==> src/rtl/decode.sv <==
// ID stage of the MIPS-subset pipeline: register file with write-before-read
// bypass, main control decode, sign extension and the ID/EX pipeline register.
module decode #(
  parameter int WIDTH  = 32,
  parameter int REG_AW = 5
) (
  input  logic              clk,
  input  logic              rst,
  input  logic [31:0]       if_id_instr,
  input  logic [WIDTH-1:0]  if_id_npc,
  input  logic              id_flush,
  input  logic              mem_wb_reg_write,
  input  logic [REG_AW-1:0] mem_wb_write_reg,
  input  logic [WIDTH-1:0]  wb_write_data,
  output logic [1:0]        id_ex_wb,
  output logic [2:0]        id_ex_m,
  output logic [3:0]        id_ex_ex,
  output logic [WIDTH-1:0]  id_ex_npc,
  output logic [WIDTH-1:0]  id_ex_readdat1,
  output logic [WIDTH-1:0]  id_ex_readdat2,
  output logic [WIDTH-1:0]  id_ex_sign_ext,
  output logic [4:0]        id_ex_instr_2016,
  output logic [4:0]        id_ex_instr_1511
);

  localparam int NREGS = 1 << REG_AW;

  logic [WIDTH-1:0]  regs_r [NREGS];
  logic [5:0]        opcode_s;
  logic [REG_AW-1:0] rs_s;
  logic [REG_AW-1:0] rt_s;
  logic [4:0]        rd_s;
  logic              wb_we_s;
  logic [WIDTH-1:0]  readdat1_s;
  logic [WIDTH-1:0]  readdat2_s;
  logic [WIDTH-1:0]  sign_ext_s;
  logic [1:0]        wb_ctl_s;
  logic [2:0]        m_ctl_s;
  logic [3:0]        ex_ctl_s;

  assign opcode_s   = if_id_instr[31:26];
  assign rs_s       = if_id_instr[25:21];
  assign rt_s       = if_id_instr[20:16];
  assign rd_s       = if_id_instr[15:11];
  assign sign_ext_s = {{16{if_id_instr[15]}}, if_id_instr[15:0]};
  // $0 is never a write target, so a write to it can neither land nor bypass
  assign wb_we_s    = mem_wb_reg_write && (mem_wb_write_reg != {REG_AW{1'b0}});

  // Register read with same-cycle write-back forwarding; $0 reads as zero
  always_comb begin
    readdat1_s = {WIDTH{1'b0}};
    readdat2_s = {WIDTH{1'b0}};
    if (rs_s == {REG_AW{1'b0}}) begin
      readdat1_s = {WIDTH{1'b0}};
    end else if (wb_we_s && (mem_wb_write_reg == rs_s)) begin
      readdat1_s = wb_write_data;
    end else begin
      readdat1_s = regs_r[rs_s];
    end
    if (rt_s == {REG_AW{1'b0}}) begin
      readdat2_s = {WIDTH{1'b0}};
    end else if (wb_we_s && (mem_wb_write_reg == rt_s)) begin
      readdat2_s = wb_write_data;
    end else begin
      readdat2_s = regs_r[rt_s];
    end
  end

  // Main control: unsupported opcodes decode to a NOP
  always_comb begin
    wb_ctl_s = 2'b00;
    m_ctl_s  = 3'b000;
    ex_ctl_s = 4'b0000;
    case (opcode_s)
      6'h00: begin wb_ctl_s = 2'b10; m_ctl_s = 3'b000; ex_ctl_s = 4'b1100; end
      6'h23: begin wb_ctl_s = 2'b11; m_ctl_s = 3'b010; ex_ctl_s = 4'b0001; end
      6'h2B: begin wb_ctl_s = 2'b00; m_ctl_s = 3'b001; ex_ctl_s = 4'b0001; end
      6'h04: begin wb_ctl_s = 2'b00; m_ctl_s = 3'b100; ex_ctl_s = 4'b0010; end
      default: begin wb_ctl_s = 2'b00; m_ctl_s = 3'b000; ex_ctl_s = 4'b0000; end
    endcase
  end

  // Register file storage
  always_ff @(posedge clk) begin
    if (!rst) begin
      for (int i = 0; i < NREGS; i++) begin
        regs_r[i] <= {WIDTH{1'b0}};
      end
    end else if (wb_we_s) begin
      regs_r[mem_wb_write_reg] <= wb_write_data;
    end
  end

  // ID/EX pipeline register; flush squashes only the control bundles
  always_ff @(posedge clk) begin
    if (!rst) begin
      id_ex_wb         <= 2'b00;
      id_ex_m          <= 3'b000;
      id_ex_ex         <= 4'b0000;
      id_ex_npc        <= {WIDTH{1'b0}};
      id_ex_readdat1   <= {WIDTH{1'b0}};
      id_ex_readdat2   <= {WIDTH{1'b0}};
      id_ex_sign_ext   <= {WIDTH{1'b0}};
      id_ex_instr_2016 <= 5'd0;
      id_ex_instr_1511 <= 5'd0;
    end else begin
      if (id_flush) begin
        id_ex_wb <= 2'b00;
        id_ex_m  <= 3'b000;
        id_ex_ex <= 4'b0000;
      end else begin
        id_ex_wb <= wb_ctl_s;
        id_ex_m  <= m_ctl_s;
        id_ex_ex <= ex_ctl_s;
      end
      id_ex_npc        <= if_id_npc;
      id_ex_readdat1   <= readdat1_s;
      id_ex_readdat2   <= readdat2_s;
      id_ex_sign_ext   <= sign_ext_s;
      id_ex_instr_2016 <= if_id_instr[20:16];
      id_ex_instr_1511 <= rd_s;
    end
  end

endmodule

==> config.mk <==
export PLATFORM = sky130hd
export DESIGN_NAME = decode
export DESIGN_NICKNAME = d
export VERILOG_FILES = /design/src/rtl/decode.sv
export SDC_FILE = /design/constraint.sdc
export NUM_CORES = 2
export LEC_CHECK = 0
export CORE_AREA = 2 2 272 408
export CTS_CLUSTER_SIZE = 28
export DETAILED_ROUTE_END_ITERATION = 7
export DIE_AREA = 0 0 274 410
export PLACE_DENSITY = 0.84
export SETUP_SLACK_MARGIN = 0.5
export SKIP_CTS_REPAIR_TIMING = 1
export SLEW_MARGIN = 20
export SYNTH_ARGS = -nofsm -noshare
export SYNTH_HDL_FRONTEND = slang
export SYNTH_SLANG_ARGS = --single-unit
==> constraint.sdc <==
create_clock -name clk -period 8.57 [get_ports clk]
set_clock_uncertainty 0.2 [all_clocks]
set_input_delay 1.714 -clock clk [delete_from_list [all_inputs] [get_ports clk]]
set_output_delay 1.714 -clock clk [all_outputs]
set_load 0.005 [all_outputs]
# --- Yosys cells after proc, flatten, opt, wreduce, memory -nomap -nowiden ---
# Memory sizes are Yosys's and may differ from the RTL's. A register that Yosys moved wholly into a read port is not among the register bits.
# Index checks and enable logic that the tools add are counted.
totals:
  in_bits: 105
  ram_bits: 1024
  romBits: 0
  out_inout_bits: 147
  elab_cells: 32
  latchBits: 0
  reg_bits: 67
  memories: 1
op_classes:
  bitwise_logic: 1
  shifts: 0
  muxes: 10
  n_mul: 0
  n_reduce_logical: 10
  div: 0
  eq_ne: 3
  n_lt_le_gt_ge: 0
  add_sub_neg: 0
mem_list:
  columns: ["name", "depth", "width", "read_ports", "rd_clocked_by_memory_dff", "write_ports", "line_no", "source"]
  rows:
  - ["regs_r", 32, 32, 2, 2, 32, "28", "logic [WIDTH-1:0] regs_r [NREGS];"]
ops:
  columns: ["op", "count"]
  rows:
  - ["$mux 32", 1]
  - ["$reduce_or 32->1", 1]
  - ["$eq 6x6->1 const B", 2]
  - ["$pmux 4 s3", 1]
  - ["$logic_not 5->1", 2]
  - ["$pmux 3 s3", 1]
  - ["$reduce_or 2->1", 4]
  - ["$eq 6x3->1 const B", 1]
  - ["$logic_not 6->1", 1]
  - ["$mux 1", 5]
  - ["$mux 5", 1]
  - ["$reduce_bool 5->1", 1]
  - ["$pmux 2 s2", 1]
  - ["$logic_and 1x1->1", 1]
  - ["$not 1->1", 1]

# --- Longest topological paths before layout ---
depth:
  depth_word: 7
  depth_mapped: 10
  mapped_depth_nobuf: 5

# --- Worst setup path before layout ---
# OpenSTA, ideal clock, no wires.
synth_path:
  path_type: "input to register"
  from: "input port rst"
  to: "memory regs_r[30][0] (enable)"
  required_ns: 7.904
  path_slack_ns: 3.048
  t_arrival_ns: 4.856
  cell_stages: 6
  cell_sequence: "clkbuf_1 -> nand2_1 -> nor2_1 -> nand2_1 -> clkbuf_1 -> o21ai_0"
synth_rtl:
  columns: ["item", "line_no", "source"]
  rows:
  - ["from (decl)", "8", "input logic rst,"]
  - ["to (decl)", "28", null]

# --- Final worst setup path ---
layout_path:
  from: "input port if_id_instr[18]"
  to: "register id_ex_readdat2[4] (read register of regs_r)"
layout_via:
  elab_chain_cells: 2
layout_lines:
  columns: ["item", "line_no", "source"]
  rows:
  - ["from (decl)", "9", "input logic [31:0] if_id_instr,"]
  - ["$logic_not 5->1", "60", "if (rt_s == {REG_AW{1'b0}}) begin"]
  - ["$reduce_or 2->1 (no source line)", null, null]
  - ["to (decl)", "20", "output logic [WIDTH-1:0] id_ex_readdat2,"]
# Parallel ways exist; a longest one is shown, timed or not.
# A chain may end at the register's enable or synchronous reset.

==> metrics.md <==
| Metric | Value |
|---|---|
| Crit path kind | in2reg |
| Total die area | 112300 um^2 |
| Async SR Flop Fraction | 0% |
| Clock share of power | 37.2% |
| Tcrit/Tclk final | 57.90% |
| Chip Width | 274 um |
| GRT Total Usage | 34.03% |
| DR WL/cell | 33.05 um |
| Vias in the first global route | 41580 |
| Worst setup EP type | register |
| Status | completed |
| Worst Path Required | 9.01 ns |
| Worst R2R Setup Slack | 6.24 ns |
| Post-DP Area | 62900 um^2 |
| #FFs+latches synth | 1148 |
| Pin count of the biggest net entering global routing | 128 |
| Unrepaired setup endpoints after global routing | no |
| Worst skew pair latency | 0.73 ns |
| Crit path largest cell delay | 0.76 ns |
| Slowest CP cell | a221oi_1 |
| Slew headroom | 20.35% |
| Core area | 109200 um^2 |
| Max Buffers Root-to-Sink | 3 |
| Sw Ratio | 25.18% |
| Comb power frac | 12.3% |
| Max_cap viols | 0 |
| Overflow after GRT | 0 |
| Area grow syn2layout | 11.64% |
| PortBufs | 251 |
| Number of synthesized flops with an enable pin | 1024 |
| Worst-path clk slew | 0.07 ns |
| H-tree levels | 3 |
| Sequential share of the synthesized area | 55.92% |
| LEAKAGE | 23.51 nW |
| Syn avg cell area | 13.90 um^2 |
| Cells after Synth | 4276 |
| Count of different cell masters after synthesis | 65 |
| # setup viols final | 0 |
| IO Count | 252 |
| Fin. max-slew vios | 0 |
| P_int | 9.792 mW |
| Global-route wire length before repair | 273800 um |
| Non-Filler Instances | 5833 |
| Fmax | 201.5 MHz |
| Rows | 149 |
| Class of the worst hold path | reg2reg |
| Most frequent cells in the layout | and2_1 (1043), edfxtp_1 (1024), mux2i_1 (392) |
| Placed Instances | 5637 |
| Share of layout cells above drive strength 1 | 16.80% |
| Cell area after synthesis | 59420 um^2 |
| Seq pwr share | 50.5% |
| Vias per cell | 6.982 |
| Worst-path maximum fanout | 37 |
| Routed WL | 192800 um |
| Routed Antenna Nets | 0 |
| NetSw | 3.295 mW |
| Tightest Pin Transition | 1.192 ns |
| CP Launch Type | input pin |
| CTS tree | yes |
| Initial DRT Pass Iterations | 8 |
| Post-DP HPWL | 111900 um |
| Initial antenna violation count | 10 |
| Fin util | 60.73% |
| Initial DRC count | 5738 |
| Synth warn | 0 |
| Cell Pwr Density | 197.3 nW/um^2 |
| Final instance area | 66340 um^2 |
| Final #Nets | 4415 |
| Commonest non-fill, non-tap cell in the layout | and2_1 |
| Final Wtd Congestion | 0.9304 |
| Primary FF master, synth | edfxtp_1 |
| CP top delay family | buffers and inverters |
| Antenna diode count | 0 |
| Root buf cell | clkbuf_16 |
| Final hold violations | 0 |
| Initial Util | 54.39% |
| Sink Count | 1148 |
| CP Buf/Inv Count | 3 |
| Final setup TNS | 0 ns |
| DR vias | 40730 |
| CP arrival | 5.40 ns |
| Worst-case vdd ir drop | 0.0001883 V |
| Die Y | 410 um |
| Total CTS buffers | 105 |
| Residual DRC count | 0 |
| Crit-path cells | buf_2 -> buf_4 -> nor2b_4 -> buf_4 -> a221oi_1 -> a221oi_1 -> o32ai_1 -> o211a_1 |
| Min Tclk post-route | 4.962 ns |
## final cells by class
class	count	area [um^2]
sequential	1148	33230
tap	1434	1794
timing repair buffer	357	3269
clock buffer	132	2875
fill	7961	42910
multi-input combinational	2690	24500
inverter	8	32.53
clock inverter	64	639.4
## cells by family (layout without fill, tap and decap cells)
| logic type | Yosys count | after routing | synth area share, % |
|---|---|---|---|
| other | 1 | 32 | 0.006311 |
| xor gates and xnor gates | 10 | 10 | 0.1474 |
| and+or+nand+nor | 1357 | 1357 | 13.34 |
| AOI/OAI and AO/OA | 541 | 541 | 6.841 |
| DFF | 1148 | 1148 | 55.92 |
| muxes | 750 | 750 | 19.79 |
| buffers and inverters | 469 | 561 | 3.952 |
## per-layer routing
metal	vias up	track usage [%]	share of wire (%)
li1	16200	-	-
met1	19940	37.43	30
met2	3535	54.50	47
met3	1032	10.97	14
met4	16	26.28	9.0
met5	-	0	0.058
## metrics by stage
| stage | hold WS, ns | power (mW) | setup slack (ns) |
|---|---|---|---|
| 3_3_place_gp | 0.6118 | 8.216 | 3.288 |
| 4_1_cts | 0.6315 | 13.03 | 3.903 |
| 3_5_place_dp | 0.6180 | 8.267 | 3.159 |
| 2_1_floorplan | 0.5383 | 7.611 | 3.048 |
| 5_1_grt | 0.6945 | 13.35 | 3.713 |
| 6_report | 0.6619 | 13.09 | 3.608 |
## tightest hold or removal path: cells and delay by family (launching register included)
family	cells	cell delay, ns
AO/OA/AOI/OAI	2	0.27
flip-flops	1	0.34
multiplexers	1	0.08
AND/OR/NAND/NOR	2	0.13
## state kept, by name, indices dropped and copies added, names as in the netlist
signal            count
regs_r             1024
id_ex_npc            32
id_ex_readdat1       32
id_ex_readdat2       32
id_ex_sign_ext       16
id_ex_instr_2016      5
id_ex_ex              3
id_ex_m               2
id_ex_wb              2
## power by group through the flow
| stage | Combinational (mW) | Sequential (mW) | Clock (mW) |
|---|---|---|---|
| after global placement | 1.53 | 6.68 | 0 |
| after floorplan | 0.966 | 6.64 | 0 |
| after global routing | 1.65 | 6.63 | 5.07 |
| after CTS | 1.56 | 6.60 | 4.86 |
| after detailed placement | 1.55 | 6.71 | 0 |
| final | 1.61 | 6.61 | 4.86 |
## cells in the mapped netlist (all sizes together) (3+ instances only)
master | n | area share [%]
dfxtp | 124 | 4.2
a211o | 3 | 0.044
nor3 | 20 | 0.17
a211oi | 7 | 0.11
a21o | 33 | 0.42
o311ai | 3 | 0.074
inv | 7 | 0.048
nand3b | 4 | 0.051
xnor2 | 10 | 0.15
a221o | 15 | 0.25
o22ai | 29 | 0.31
a311o | 10 | 0.17
clkbuf | 300 | 1.9
a31oi | 7 | 0.074
o21bai | 32 | 0.40
o221ai | 4 | 0.059
a22oi | 44 | 0.56
and2 | 1044 | 11
nor2 | 121 | 0.76
a32oi | 6 | 0.088
buf | 161 | 2.0
o211ai | 35 | 0.44
nand3 | 25 | 0.21
nand2b | 35 | 0.37
o32a | 3 | 0.051
mux2i | 392 | 6.6
a221oi | 147 | 2.3
a32o | 4 | 0.067
edfxtp | 1024 | 52
a21oi | 71 | 0.60
mux4 | 334 | 13
and3 | 7 | 0.074
nand2 | 88 | 0.56
nor2b | 3 | 0.036
mux2 | 24 | 0.45
a22o | 8 | 0.12
a2111o | 3 | 0.057
o21ai | 72 | 0.61
## final timing paths
path / endpoint / startpoint / depth (start not counted)
setup reg to reg: id_ex_readdat2[4] / regs_r[17][4] / 4
hold reg to reg: id_ex_readdat2[12] / regs_r[15][12] / 5
hold / removal: id_ex_readdat2[12] / regs_r[15][12] / 5
setup / recovery: id_ex_readdat2[4] / if_id_instr[18] / 8
No activity file was read; power rests on OpenSTA's default activity.
